==> config.mk <==
export PLATFORM = sky130hd
export DESIGN_NAME = jstk2_spi_sequencer
export DESIGN_NICKNAME = d
export VERILOG_FILES = /design/src/rtl/jstk2_spi_sequencer_pkg.sv /design/src/rtl/jstk2_spi_sequencer_spi_byte_shifter.sv /design/src/rtl/jstk2_spi_sequencer.sv
export SDC_FILE = /design/constraint.sdc
export NUM_CORES = 1
export LEC_CHECK = 0
export CAP_MARGIN = 5
export CORE_MARGIN = 5
export CORE_UTILIZATION = 45
export CTS_BUF_LIST = sky130_fd_sc_hd__clkbuf_4 sky130_fd_sc_hd__clkbuf_8 sky130_fd_sc_hd__clkbuf_16
export DETAILED_ROUTE_END_ITERATION = 16
export PLACE_DENSITY = 0.67
export SKIP_LAST_GASP = 1
export SYNTH_ARGS = -nofsm -noshare
export SYNTH_HDL_FRONTEND = slang
export SYNTH_HIERARCHICAL = 1
export SYNTH_SLANG_ARGS = --single-unit
==> constraint.sdc <==
create_clock -name i_clk -period 2.9 [get_ports i_clk]
set_input_delay 0.725 -clock i_clk [delete_from_list [all_inputs] [get_ports i_clk]]
set_output_delay 0.725 -clock i_clk [all_outputs]
set_load 0.03 [all_outputs]
==> src/rtl/jstk2_spi_sequencer_pkg.sv <==
// Shared types and constants for the JSTK2 SPI sequencer: FSM states,
// default timing parameters, joystick command bytes and the decoded result.
package jstk2_spi_sequencer_pkg;

    localparam int DEF_CLK_DIV    = 50;
    localparam int DEF_T_CS_SETUP = 1500;
    localparam int DEF_T_BYTE_GAP = 1000;

    localparam logic [7:0] CMD_POLL    = 8'h80;
    localparam logic [7:0] CMD_SET_LED = 8'h84;

    typedef enum logic [2:0] {
        IDLE,
        CS_REQ,
        SETUP,
        SHIFT,
        GAP,
        CS_REL,
        DONE
    } state_t;

    typedef struct packed {
        logic [9:0] x;
        logic [9:0] y;
        logic [2:0] btn;
    } jstk_result_t;

    function automatic int max3(input int a, input int b, input int c);
        int m;
        m = (a > b) ? a : b;
        return (m > c) ? m : c;
    endfunction

endpackage

==> src/rtl/jstk2_spi_sequencer_spi_byte_shifter.sv <==
// One SPI mode-0 byte, MSB first: SCLK low for CLK_DIV cycles then high for CLK_DIV.
// o_done is a strobe in the final high cycle, when o_rx_data already holds all 8 bits.
module spi_byte_shifter
    import jstk2_spi_sequencer_pkg::*;
#(
    parameter int CLK_DIV = DEF_CLK_DIV
) (
    input  logic       i_clk,
    input  logic       i_n_reset,
    input  logic       i_start,
    input  logic [7:0] i_data,
    input  logic       i_miso,
    output logic       o_sclk,
    output logic       o_mosi,
    output logic       o_done,
    output logic [7:0] o_rx_data
);

    localparam int DW = $clog2(CLK_DIV);

    logic          r_active;
    logic          r_sclk;
    logic          r_mosi;
    logic [DW-1:0] r_div;
    logic [2:0]    r_bit;
    logic [7:0]    r_tx;
    logic [7:0]    r_rx;
    logic          w_phase_end;

    assign w_phase_end = r_active && (r_div == DW'(CLK_DIV - 1));
    assign o_done      = w_phase_end && r_sclk && (r_bit == 3'd7);
    assign o_sclk      = r_sclk;
    assign o_mosi      = r_mosi;
    assign o_rx_data   = r_rx;

    // NOTE: sequential state uses non-blocking assignments so every register
    // samples pre-edge values; blocking here would create order-dependent races.
    always_ff @(posedge i_clk or negedge i_n_reset) begin
        if (!i_n_reset) begin
            r_active <= 1'b0;
            r_sclk   <= 1'b0;
            r_mosi   <= 1'b0;
            r_div    <= '0;
            r_bit    <= '0;
            r_tx     <= '0;
            r_rx     <= '0;
        end else if (!r_active) begin
            if (i_start) begin
                r_active <= 1'b1;
                r_tx     <= i_data;
                r_mosi   <= i_data[7];
                r_div    <= '0;
                r_bit    <= '0;
                r_sclk   <= 1'b0;
            end
        end else if (!w_phase_end) begin
            r_div <= r_div + 1'b1;
        end else begin
            r_div <= '0;
            if (!r_sclk) begin
                // MISO is captured on the same edge that raises SCLK.
                r_sclk <= 1'b1;
                r_rx   <= {r_rx[6:0], i_miso};
            end else if (r_bit == 3'd7) begin
                r_active <= 1'b0;
                r_sclk   <= 1'b0;
                r_mosi   <= 1'b0;
            end else begin
                r_sclk <= 1'b0;
                r_bit  <= r_bit + 3'd1;
                r_tx   <= {r_tx[6:0], 1'b0};
                r_mosi <= r_tx[6];
            end
        end
    end

endmodule

==> src/rtl/jstk2_spi_sequencer.sv <==
// JSTK2 transaction sequencer: chip-select handshake, five SPI bytes with
// setup and inter-byte delays, and decode of the joystick position/buttons.
module jstk2_spi_sequencer
    import jstk2_spi_sequencer_pkg::*;
#(
    parameter int CLK_DIV    = DEF_CLK_DIV,
    parameter int T_CS_SETUP = DEF_T_CS_SETUP,
    parameter int T_BYTE_GAP = DEF_T_BYTE_GAP
) (
    input  logic        i_clk,
    input  logic        i_n_reset,
    input  logic        i_start,
    input  logic [39:0] i_tx_data,
    output logic        o_cs_low_set,
    output logic        o_cs_high_set,
    input  logic        i_cs_low_ack,
    input  logic        i_cs_high_ack,
    output logic        o_sclk,
    output logic        o_mosi,
    input  logic        i_miso,
    output logic [9:0]  o_x,
    output logic [9:0]  o_y,
    output logic [2:0]  o_btn,
    output logic        o_busy,
    output logic        o_done
);

    localparam int TW = $clog2(max3(CLK_DIV, T_CS_SETUP, T_BYTE_GAP));

    state_t       r_state;
    logic [TW-1:0] r_timer;
    logic [2:0]   r_byte_cnt;
    logic [39:0]  r_tx_sr;
    jstk_result_t r_res;
    logic         r_cs_low_set;
    logic         r_cs_high_set;
    logic         r_busy;
    logic         r_done;
    logic [9:0]   r_x;
    logic [9:0]   r_y;
    logic [2:0]   r_btn;

    logic         w_shift_start;
    logic         w_byte_done;
    logic [7:0]   w_rx_byte;

    // The shifter is kicked in the last SETUP/GAP cycle so MOSI is valid on SHIFT entry.
    assign w_shift_start = ((r_state == SETUP) || (r_state == GAP)) && (r_timer == '0);

    spi_byte_shifter #(.CLK_DIV(CLK_DIV)) u_shifter (
        .i_clk     (i_clk),
        .i_n_reset (i_n_reset),
        .i_start   (w_shift_start),
        .i_data    (r_tx_sr[39:32]),
        .i_miso    (i_miso),
        .o_sclk    (o_sclk),
        .o_mosi    (o_mosi),
        .o_done    (w_byte_done),
        .o_rx_data (w_rx_byte)
    );

    assign o_cs_low_set  = r_cs_low_set;
    assign o_cs_high_set = r_cs_high_set;
    assign o_busy        = r_busy;
    assign o_done        = r_done;
    assign o_x           = r_x;
    assign o_y           = r_y;
    assign o_btn         = r_btn;

    always_ff @(posedge i_clk or negedge i_n_reset) begin
        if (!i_n_reset) begin
            r_state       <= IDLE;
            r_timer       <= '0;
            r_byte_cnt    <= '0;
            r_tx_sr       <= '0;
            r_res         <= '0;
            r_cs_low_set  <= 1'b0;
            r_cs_high_set <= 1'b0;
            r_busy        <= 1'b0;
            r_done        <= 1'b0;
            r_x           <= '0;
            r_y           <= '0;
            r_btn         <= '0;
        end else begin
            r_done <= 1'b0;
            case (r_state)
                IDLE: if (i_start) begin
                    r_tx_sr      <= i_tx_data;
                    r_byte_cnt   <= '0;
                    r_cs_low_set <= 1'b1;
                    r_busy       <= 1'b1;
                    r_state      <= CS_REQ;
                end
                CS_REQ: if (i_cs_low_ack) begin
                    r_timer <= TW'(T_CS_SETUP - 1);
                    r_state <= SETUP;
                end
                SETUP, GAP: if (r_timer == '0) begin
                    r_tx_sr <= {r_tx_sr[31:0], 8'h00};
                    r_state <= SHIFT;
                end else begin
                    r_timer <= r_timer - 1'b1;
                end
                SHIFT: if (w_byte_done) begin
                    case (r_byte_cnt)
                        3'd0:    r_res.x[7:0] <= w_rx_byte;
                        3'd1:    r_res.x[9:8] <= w_rx_byte[1:0];
                        3'd2:    r_res.y[7:0] <= w_rx_byte;
                        3'd3:    r_res.y[9:8] <= w_rx_byte[1:0];
                        default: r_res.btn    <= w_rx_byte[2:0];
                    endcase
                    if (r_byte_cnt == 3'd4) begin
                        r_cs_low_set  <= 1'b0;
                        r_cs_high_set <= 1'b1;
                        r_state       <= CS_REL;
                    end else begin
                        r_byte_cnt <= r_byte_cnt + 3'd1;
                        r_timer    <= TW'(T_BYTE_GAP - 1);
                        r_state    <= GAP;
                    end
                end
                CS_REL: if (i_cs_high_ack) begin
                    r_cs_high_set <= 1'b0;
                    r_done        <= 1'b1;
                    r_x           <= r_res.x;
                    r_y           <= r_res.y;
                    r_btn         <= r_res.btn;
                    r_state       <= DONE;
                end
                DONE: begin
                    r_busy  <= 1'b0;
                    r_state <= IDLE;
                end
                default: r_state <= IDLE;
            endcase
        end
    end

endmodule

Yosys cells after proc, flatten, opt, wreduce, memory -nomap -nowiden

Cells that the tools add are included.
Widths: inputs -> output; s select.

Register bits: 134
Output and inout bits: 29
Bits of input ports: 46
Word-level logic and storage cells: 142

Equal/unequal tests: 23
Bitwise gates (word level): 2
Add/sub/neg operators: 4
Reductions and logical operators: 33
Mux-type cells: 57

Operators with widths:

| cell                  | number |
|---|---|
| $mux 40               | 2 |
| $pmux 40 s2           | 1 |
| $mux 11               | 4 |
| $mux 3                | 13 |
| $mux 7                | 5 |
| $pmux 11 s3           | 1 |
| $reduce_and 3->1      | 8 |
| $mux 1                | 23 |
| $ne 2x2->1 const B    | 10 |
| $mux 6                | 3 |
| $reduce_and 4->1      | 4 |
| $eq 3x3->1 const B    | 5 |
| $pmux 3 s5            | 1 |
| $eq 3x2->1 const B    | 4 |
| $logic_not 11->1      | 1 |
| $sub 11x1->11 const B | 1 |
| $reduce_and 5->1      | 2 |
| $reduce_bool 2->1     | 5 |
| $add 3x1->3 const B   | 2 |
| $add 6x1->6 const B   | 1 |
| $eq 3x1->1 const B    | 2 |
| $eq 6x6->1 const B    | 1 |
| $logic_not 3->1       | 2 |
| $pmux 1 s2            | 3 |
| other kinds (9)       | 15 |

Logic depth before layout (Yosys ltp)

Gate-level depths: netlist of the first run.

Depth in word-level cells: 6
Gate-level depth with buffers: 10
Gate-level depth less buffers: 10

Cells and area by module

The synthesis of the first run kept the hierarchy.

By module, submodules not included:

| module              | times used | area each (µm²) | cells each |
|---|---|---|---|
| jstk2_spi_sequencer | 1          | 4837.1          | 506 |
| spi_byte_shifter    | 1          | 1345.0          | 124 |

Worst setup path before layout of the first run

No wires, ideal clock.

Path type: register to register
Start point: reg u_shifter.r_div[1]
End point: reg r_res[13] (netlist name)
Data arrival time: 2.126 ns
Period minus slack after synthesis: 2.251 ns
Buffers on the path: 1
Cell stages (with the launch flop): 11
Path slack: 0.649 ns
Data required time: 2.775 ns
Cell sequence: dfrtp_1 inv_1 ha_1 nand4bb_4 nor2_1 and3_1 nand3_1 nor2_1 and2_1 buf_2 mux2_2

Longest elaborated chain between the ends: 5

RTL lines:

| what                           | RTL line                                   | text |
|---|---|---|
| start, declared                | jstk2_spi_sequencer_spi_byte_shifter.sv:24 | `logic [DW-1:0] r_div;` |
| start signal, assigned         | jstk2_spi_sequencer_spi_byte_shifter.sv:57 | `r_div <= r_div + 1'b1;` |
| $eq 6x6->1                     | jstk2_spi_sequencer_spi_byte_shifter.sv:30 | `assign w_phase_end = r_active && (r_div == DW'(CLK_DIV - 1));` |
| $logic_and 1x1->1              | jstk2_spi_sequencer_spi_byte_shifter.sv:30 |  |
| $logic_and 1x1->1 (2 in a row) | jstk2_spi_sequencer_spi_byte_shifter.sv:31 | `assign o_done = w_phase_end && r_sclk && (r_bit == 3'd7);` |
| net w_byte_done                | jstk2_spi_sequencer.sv:44                  | `logic w_byte_done;` |
| $reduce_and 3->1 (no line)     | -                                          |  |
| end, declared                  | jstk2_spi_sequencer.sv:34                  | `jstk_result_t r_res;` |

The timed path passes the listed nets, and every way through them passes these cells.
A chain may end at the register's enable or synchronous reset.

Final worst setup path of the first run

Start point: reg u_shifter.r_div[1]
End point: reg r_res[16] (netlist name)

Same word-level chain as after synthesis.

==> flow_summary.json, run 1 <==
{
  "status": "completed",
  "routed_wl_um": 13500,
  "drc_errors": 0,
  "tightest_slew_ps": 1110,
  "core.rowCount": 42,
  "dp_slack_ps": 181,
  "crit_fanout": 8,
  "async_flop_share_pct": 100,
  "clock_skew_ps": 5.46,
  "overflow": 0,
  "leakage_nw": 3.58,
  "syn-cell-area_mm2": 0.00618,
  "grtUsageTotal_pct": 17.7,
  "fp.dieW_um": 127,
  "p_per_area_mw_per_mm2": 577,
  "cap_violations": 0,
  "clock-sinks": 134,
  "multi_input_area_mm2": 0.00262,
  "critPathMaxStageDelay_ps": 420,
  "cts_root_buf": "clkbuf_16",
  "cts_tree": "built",
  "hold_violations": 0,
  "max-vdd-ir-drop_v": 0.000389,
  "post_cts_buffers": 0,
  "yosysUniqueCellTypes": 57,
  "switching_power_mw": 0.984,
  "synth_top_cell_by_area": "dfrtp_1",
  "yosysSeqAreaShare_pct": 54.2,
  "layout-drive-gt1-share_pct": 13.8,
  "cpMostUsedCell": "nor2_1",
  "routedWlPerCell_um": 15.2,
  "setup_violations": 0,
  "finalCritPeriodShare_pct": 90.7,
  "synth_area_per_cell_um2": 9.81,
  "clockBufferDepth": 2,
  "setup_slack_ps": 270,
  "grt_max_degree": 59,
  "nNetsFinal": 758,
  "pwr-share-comb_pct": 6.3,
  "path_delay_family": "simple AND/OR/NAND/NOR gates",
  "grt_pass1_vias": 4828,
  "synth.top_cell.area_share_pct": 54.2,
  "antenna_found_initial": 0,
  "seqPwrFrac_pct": 44.4,
  "dpl.hpwl_um": 9300,
  "hold_path_class": "in2async",
  "cts_made_buffers": 17,
  "die_area_mm2": 0.0162,
  "post-route-util_pct": 57.9,
  "cp.arrival_ps": 2930,
  "grt_pass1_wl_um": 23200,
  "dp.cells": 859,
  "io-pin-count": 75,
  "final_cells": 891,
  "tns_ps": 0,
  "pwr-share-clk_pct": 49.3,
  "drtPass1Iterations": 4,
  "crit_path_start_kind": "flop",
  "seq_area_mm2": 0.00335,
  "nFillCells": 1187,
  "port_buffers": 74,
  "ys_ff_latch": 134,
  "h-tree-depth": 4,
  "crit_chain": "inv_1 -> ha_1 -> nand4bb_4 -> nor2_1 -> and3_1 -> nand3_1 -> nor2_1 -> and2_2 -> mux2_2",
  "fin_crit_ps": 2630,
  "syn_inst": 630,
  "rsz0062_at_grt": "false",
  "slew_violations": 0,
  "synth_warnings": 6,
  "clk_pin_slew_ps": 60,
  "cp_data_required_time_ps": 3200,
  "initial_core_util_pct": 46.3,
  "antenna_cells": 0,
  "p_int_mw": 3.48,
  "synth-edff-count": 0,
  "clk_latency_ps": 420,
  "syn_to_final_growth_pct": 25.1,
  "place_congestion": 0.818,
  "power_mw": 4.46,
  "drtIter0Drc": 334,
  "crit_slowest_cell": "dfrtp_1",
  "slew_headroom_pct": 25.4,
  "crit_buf_inv": 1,
  "die_h_um": 127,
  "worstSetupPathType": "reg2reg",
  "core_area_mm2": 0.0133,
  "fmax_mhz": 380,
  "synth_nets": 686,
  "synth_flop_cell": "dfrtp_1",
  "vias_per_cell": 5.35,
  "synth_area_leaders": "dfrtp_1 (54%), nand2_1 (9.7%), mux2_2 (6.0%), nor2_1 (3.5%), a31oi_1 (3.4%)",
  "sw_frac_of_total_pct": 22.1,
  "postRouteAntennaNets": 0,
  "routed-via-count": 4764,
  "endpoint_kind": "flop"
}
[final timing paths]
kind | startpoint | endpoint | slack, ps | cells after the start
max in group asynchronous | i_n_reset | r_tx_sr[11] | 1910 | 2
setup reg to reg | u_shifter/r_div[1] | r_res[16] | 270 | 9
setup / recovery | u_shifter/r_div[1] | r_res[16] | 270 | 9
hold / removal | i_n_reset | o_y[5] | 300 | 1
hold reg to reg | r_res[3] | o_y[0] | 470 | 2
min in group i_clk | r_res[3] | o_y[0] | 470 | 2
[power by group through the flow]
stage / Sequential [mW] / Clock [mW] / Combinational, mW
detailed placement: 2.01 / 0 / 0.283
finish: 1.98 / 2.20 / 0.280
global placement: 2.01 / 0 / 0.272
floorplan: 2.00 / 0 / 0.144
global route: 1.99 / 2.33 / 0.315
CTS: 1.98 / 2.25 / 0.285
[registers in the layout, indices dropped and copies added (netlist names), 3 cells and up]
name and cells:
o_btn 3, o_x 10, o_y 10, r_byte_cnt 3, r_res 23, r_state 3
r_timer 11, r_tx_sr 40, u_shifter/o_rx_data 8, u_shifter/r_bit 3, u_shifter/r_div 6, u_shifter/r_tx 7
[cell type report]
type                    count  area share, %
repair buffers             88           11.4
inverters                  11          0.534
flip-flops and latches    134           43.4
multi-input cells         450           33.9
clock inverters            12           1.96
well taps                 176           2.85
clock buffers              20           6.04
[synthesized netlist by cell type (all sizes together) (4+ instances only)]
| library cell | count |
|---|---|
| nand2 | 159 |
| nor2 | 59 |
| inv | 11 |
| mux2i | 4 |
| nor2b | 5 |
| or3 | 4 |
| mux2 | 34 |
| nor3 | 9 |
| nand2b | 5 |
| a22oi | 5 |
| o21ai | 15 |
| buf | 19 |
| and2 | 4 |
| clkbuf | 16 |
| a21oi | 15 |
| a22o | 15 |
| dfrtp | 134 |
| a31oi | 34 |
| nand3 | 28 |
| ha | 10 |
[cell families (layout without fill, tap and decap cells)]
kind of cell	after synthesis	count (layout)	synth area share [%]
mux	38	38	6.84
xor+xnor	4	4	0.688
fa+ha+maj	10	10	2.02
flops	134	134	54.2
simple gates	289	289	20.6
compound gates	109	109	12.0
buf+inv	46	131	3.60
[placed cells by master (no fill, tap or decap), types with 4 or more instances in the layout]
cell and n:
mux2i_1 4, inv_1 10, nor2_1 58, clkbuf_16 17, mux2_2 33, dfrtp_1 134, ha_1 10, o21ai_0 15
clkdlybuf4s50_1 73, a31oi_1 34, buf_4 12, clkinvlp_4 5, a22oi_1 5, a21oi_1 15, nand2b_1 5, a22o_1 15
nand3_1 28, nor3_1 7, nand2_1 159
[routing by layer]
metal	part of all wire, %	vias up	wire length (um)	global-route usage, %
li1	-	2328	-	-
met4	1.9	0	262	8.01
met3	3.8	21	509	4.51
met5	0	-	0	0
met1	45	2327	6090	22.8
met2	49	88	6660	28.2
[stage by stage]
step           area [um2]  hold slack, ps
2_1_floorplan        6180             429
3_3_place_gp         7110             455
3_5_place_dp         7110             459
4_1_cts              7730             308
5_1_grt              7730             337
6_report             7730             297
[timing repair]
action                     4_1_cts  5_1_grt
gates resized for setup          0        2
hold buffers                     0        0
setup endpoints to repair        0       16
No activity file was read; power rests on OpenSTA's default activity.
==> inputs of run 2 (changes only) <==
CTS_CLUSTER_SIZE = 25   (was unset)
==> results of run 2 <==
Final layout, timing and power as in run 1 (identical DEF).
==> inputs of run 3 (changes only) <==
--- a/config.mk
+++ b/config.mk
@@ -9,7 +9,7 @@
 export CORE_MARGIN = 5
-export CORE_UTILIZATION = 45
+export CORE_UTILIZATION = 40
 export CTS_BUF_LIST = sky130_fd_sc_hd__clkbuf_4 sky130_fd_sc_hd__clkbuf_8 sky130_fd_sc_hd__clkbuf_16
+export CTS_CLUSTER_DIAMETER = 60
 export CTS_CLUSTER_SIZE = 25
 export DETAILED_ROUTE_END_ITERATION = 16
-export PLACE_DENSITY = 0.67
 export SKIP_LAST_GASP = 1
==> constraint.sdc (replaced) <==
create_clock -name i_clk -period 2.9 [get_ports i_clk]
set_input_delay 0.29 -clock i_clk [delete_from_list [all_inputs] [get_ports i_clk]]
set_output_delay 0.29 -clock i_clk [all_outputs]
set_load 0.03 [all_outputs]
==> run 3 against run 2 <==
Worst setup slack improved by 54 ps. Sequential share of layout area decreased by 0.056 points. Global-route usage decreased by 1.7 points. Die area increased by 11%. Non-clock buffer count decreased by 1. Core utilization decreased by 7.0 points. Critical endpoint is now r_res[13]. Highest routed layer unchanged.
==> flow_summary.json, run 3 (same netlist as run 1, synthesis figures left out) <==
{
  "clockBufferDepth": 2,
  "hold_path_class": "in2reg",
  "port_buffers": 74,
  "dp_slack_ps": 344,
  "fmax_mhz": 388,
  "rsz0062_at_grt": "false",
  "cts_root_buf": "clkbuf_16",
  "post_cts_buffers": 0,
  "leakage_nw": 3.57,
  "finalCritPeriodShare_pct": 88.8,
  "die_area_mm2": 0.0180,
  "final_cell_mix": "nand2_1 (159), dfrtp_1 (134), clkdlybuf4s50_1 (73), nor2_1 (58), a31oi_1 (34)",
  "pwr-share-comb_pct": 6.1,
  "dpl.hpwl_um": 9300,
  "grtUsageTotal_pct": 16.0,
  "cp.arrival_ps": 2880,
  "antenna_found_initial": 0,
  "die_h_um": 134,
  "seqPwrFrac_pct": 43.4,
  "h-tree-depth": 4,
  "cp_data_required_time_ps": 3200,
  "power_mw": 4.56,
  "setup_violations": 0,
  "cts_made_buffers": 17,
  "pwr-share-clk_pct": 50.5,
  "clock_skew_ps": 5.89,
  "setup_slack_ps": 324,
  "initial_core_util_pct": 40.7,
  "clk_latency_ps": 420,
  "syn_to_final_growth_pct": 25.2,
  "p_per_area_mw_per_mm2": 589,
  "seq_area_mm2": 0.00335,
  "fin_crit_ps": 2580,
  "multi_input_area_mm2": 0.00261,
  "tns_ps": 0,
  "slew_headroom_pct": 18.3,
  "place_congestion": 0.796,
  "post-route-util_pct": 50.9,
  "vias_per_cell": 5.31,
  "routedWlPerCell_um": 15.0,
  "grt_max_degree": 66,
  "largest_reg_flops": 40,
  "cap_violations": 0,
  "max-vdd-ir-drop_v": 0.000442,
  "nNetsFinal": 757,
  "cts_tree": "built",
  "postRouteAntennaNets": 0,
  "clock-sinks": 134,
  "drtPass1Iterations": 4,
  "switching_power_mw": 1.03,
  "final_cells": 902,
  "io-pin-count": 75,
  "endpoint_kind": "flop",
  "nFillCells": 1395,
  "regMostFlops": "r_tx_sr",
  "top_regs": "r_tx_sr x40, r_res x23, r_timer x11",
  "core.rowCount": 45,
  "tightest_slew_ps": 1220,
  "crit_fanout": 8,
  "routed-via-count": 4793,
  "drc_errors": 0,
  "layout_commonest_cell": "nand2_1",
  "core_area_mm2": 0.0152,
  "crit_path_start_kind": "flop",
  "fp.dieW_um": 134,
  "slew_violations": 0,
  "antenna_cells": 0,
  "p_int_mw": 3.53,
  "drtIter0Drc": 252,
  "status": "completed",
  "clk_pin_slew_ps": 60,
  "overflow": 0,
  "sw_frac_of_total_pct": 22.6,
  "dp.cells": 869,
  "worstSetupPathType": "reg2reg",
  "routed_wl_um": 13600,
  "grt_pass1_vias": 4967,
  "hold_violations": 0,
  "grt_pass1_wl_um": 23500,
  "layout-drive-gt1-share_pct": 13.2
}
## run 3: changes by cell type in the layout (fill, tap and decap cells not counted), sizes merged
cell,previous run,this run
inv,11,14
buf,15,13
clkbuf,20,18
bufinv,3,4
clkinv,4,3
clkinvlp,5,4
dlygate4sd3,0,1
## run 3: worst paths after layout
check	from	to	slack (ps)	cells past startpoint
min in group asynchronous	i_n_reset	o_y[1]	440	2
max reg2reg	u_shifter/r_div[1]	r_res[13]	320	9
max in group asynchronous	i_n_reset	r_tx_sr[24]	1690	3
max	u_shifter/r_div[1]	r_res[13]	320	9
min	i_tx_data[28]	r_tx_sr[28]	430	3
min reg2reg	r_res[19]	o_x[6]	470	2
## run 3: routing by layer
metal / vias to the layer above / share of wire [%] / track usage, % / wire [um]
met5: - / 0 / 0 / 0
met4: 0 / 2.2 / 6.73 / 299
met3: 27 / 4.5 / 4.16 / 612
met2: 107 / 47 / 25.5 / 6400
met1: 2323 / 46 / 20.7 / 6250
li1: 2336 / - / - / -
## run 3: layout make-up
cell class	instances	area share, %
clock inverters	14	2.57
repair buffers	87	11.2
clock buffers	18	5.67
flip-flops and latches	134	43.3
well taps	188	3.04
inverters	11	0.533
multi-input cells	450	33.7
## run 3: stage by stage
step,area (um2),hold slack (ps)
after CTS,7740,416
after floorplan,6180,-5.59
final,7740,434
after global placement,7090,320
after global routing,7740,439
after detailed placement,7090,323
## run 3: critical path, stage by stage (launching register included)
cell       delay, ps
dfrtp_1          420
inv_1             80
ha_1             180
nand4bb_4        150
nor2_1           270
and3_1           270
nand3_1          140
nor2_1           180
and2_1           370
mux2_2           380
## run 3: repair_timing
| action | CTS | global route |
|---|---|---|
| hold buffers | 1 | 0 |
| setup endpoints to repair | 0 | 0 |
| gates resized for setup | 0 | 0 |
| endpoints found under the hold margin | 41 | 0 |
## run 3: power groups by stage
stage,clock network (mW),registers (mW),logic (mW)
after floorplan,0,2.00,0.144
after CTS,2.36,1.98,0.282
after detailed placement,0,2.01,0.279
final,2.31,1.98,0.277
after global routing,2.43,1.99,0.313
after global placement,0,2.01,0.272
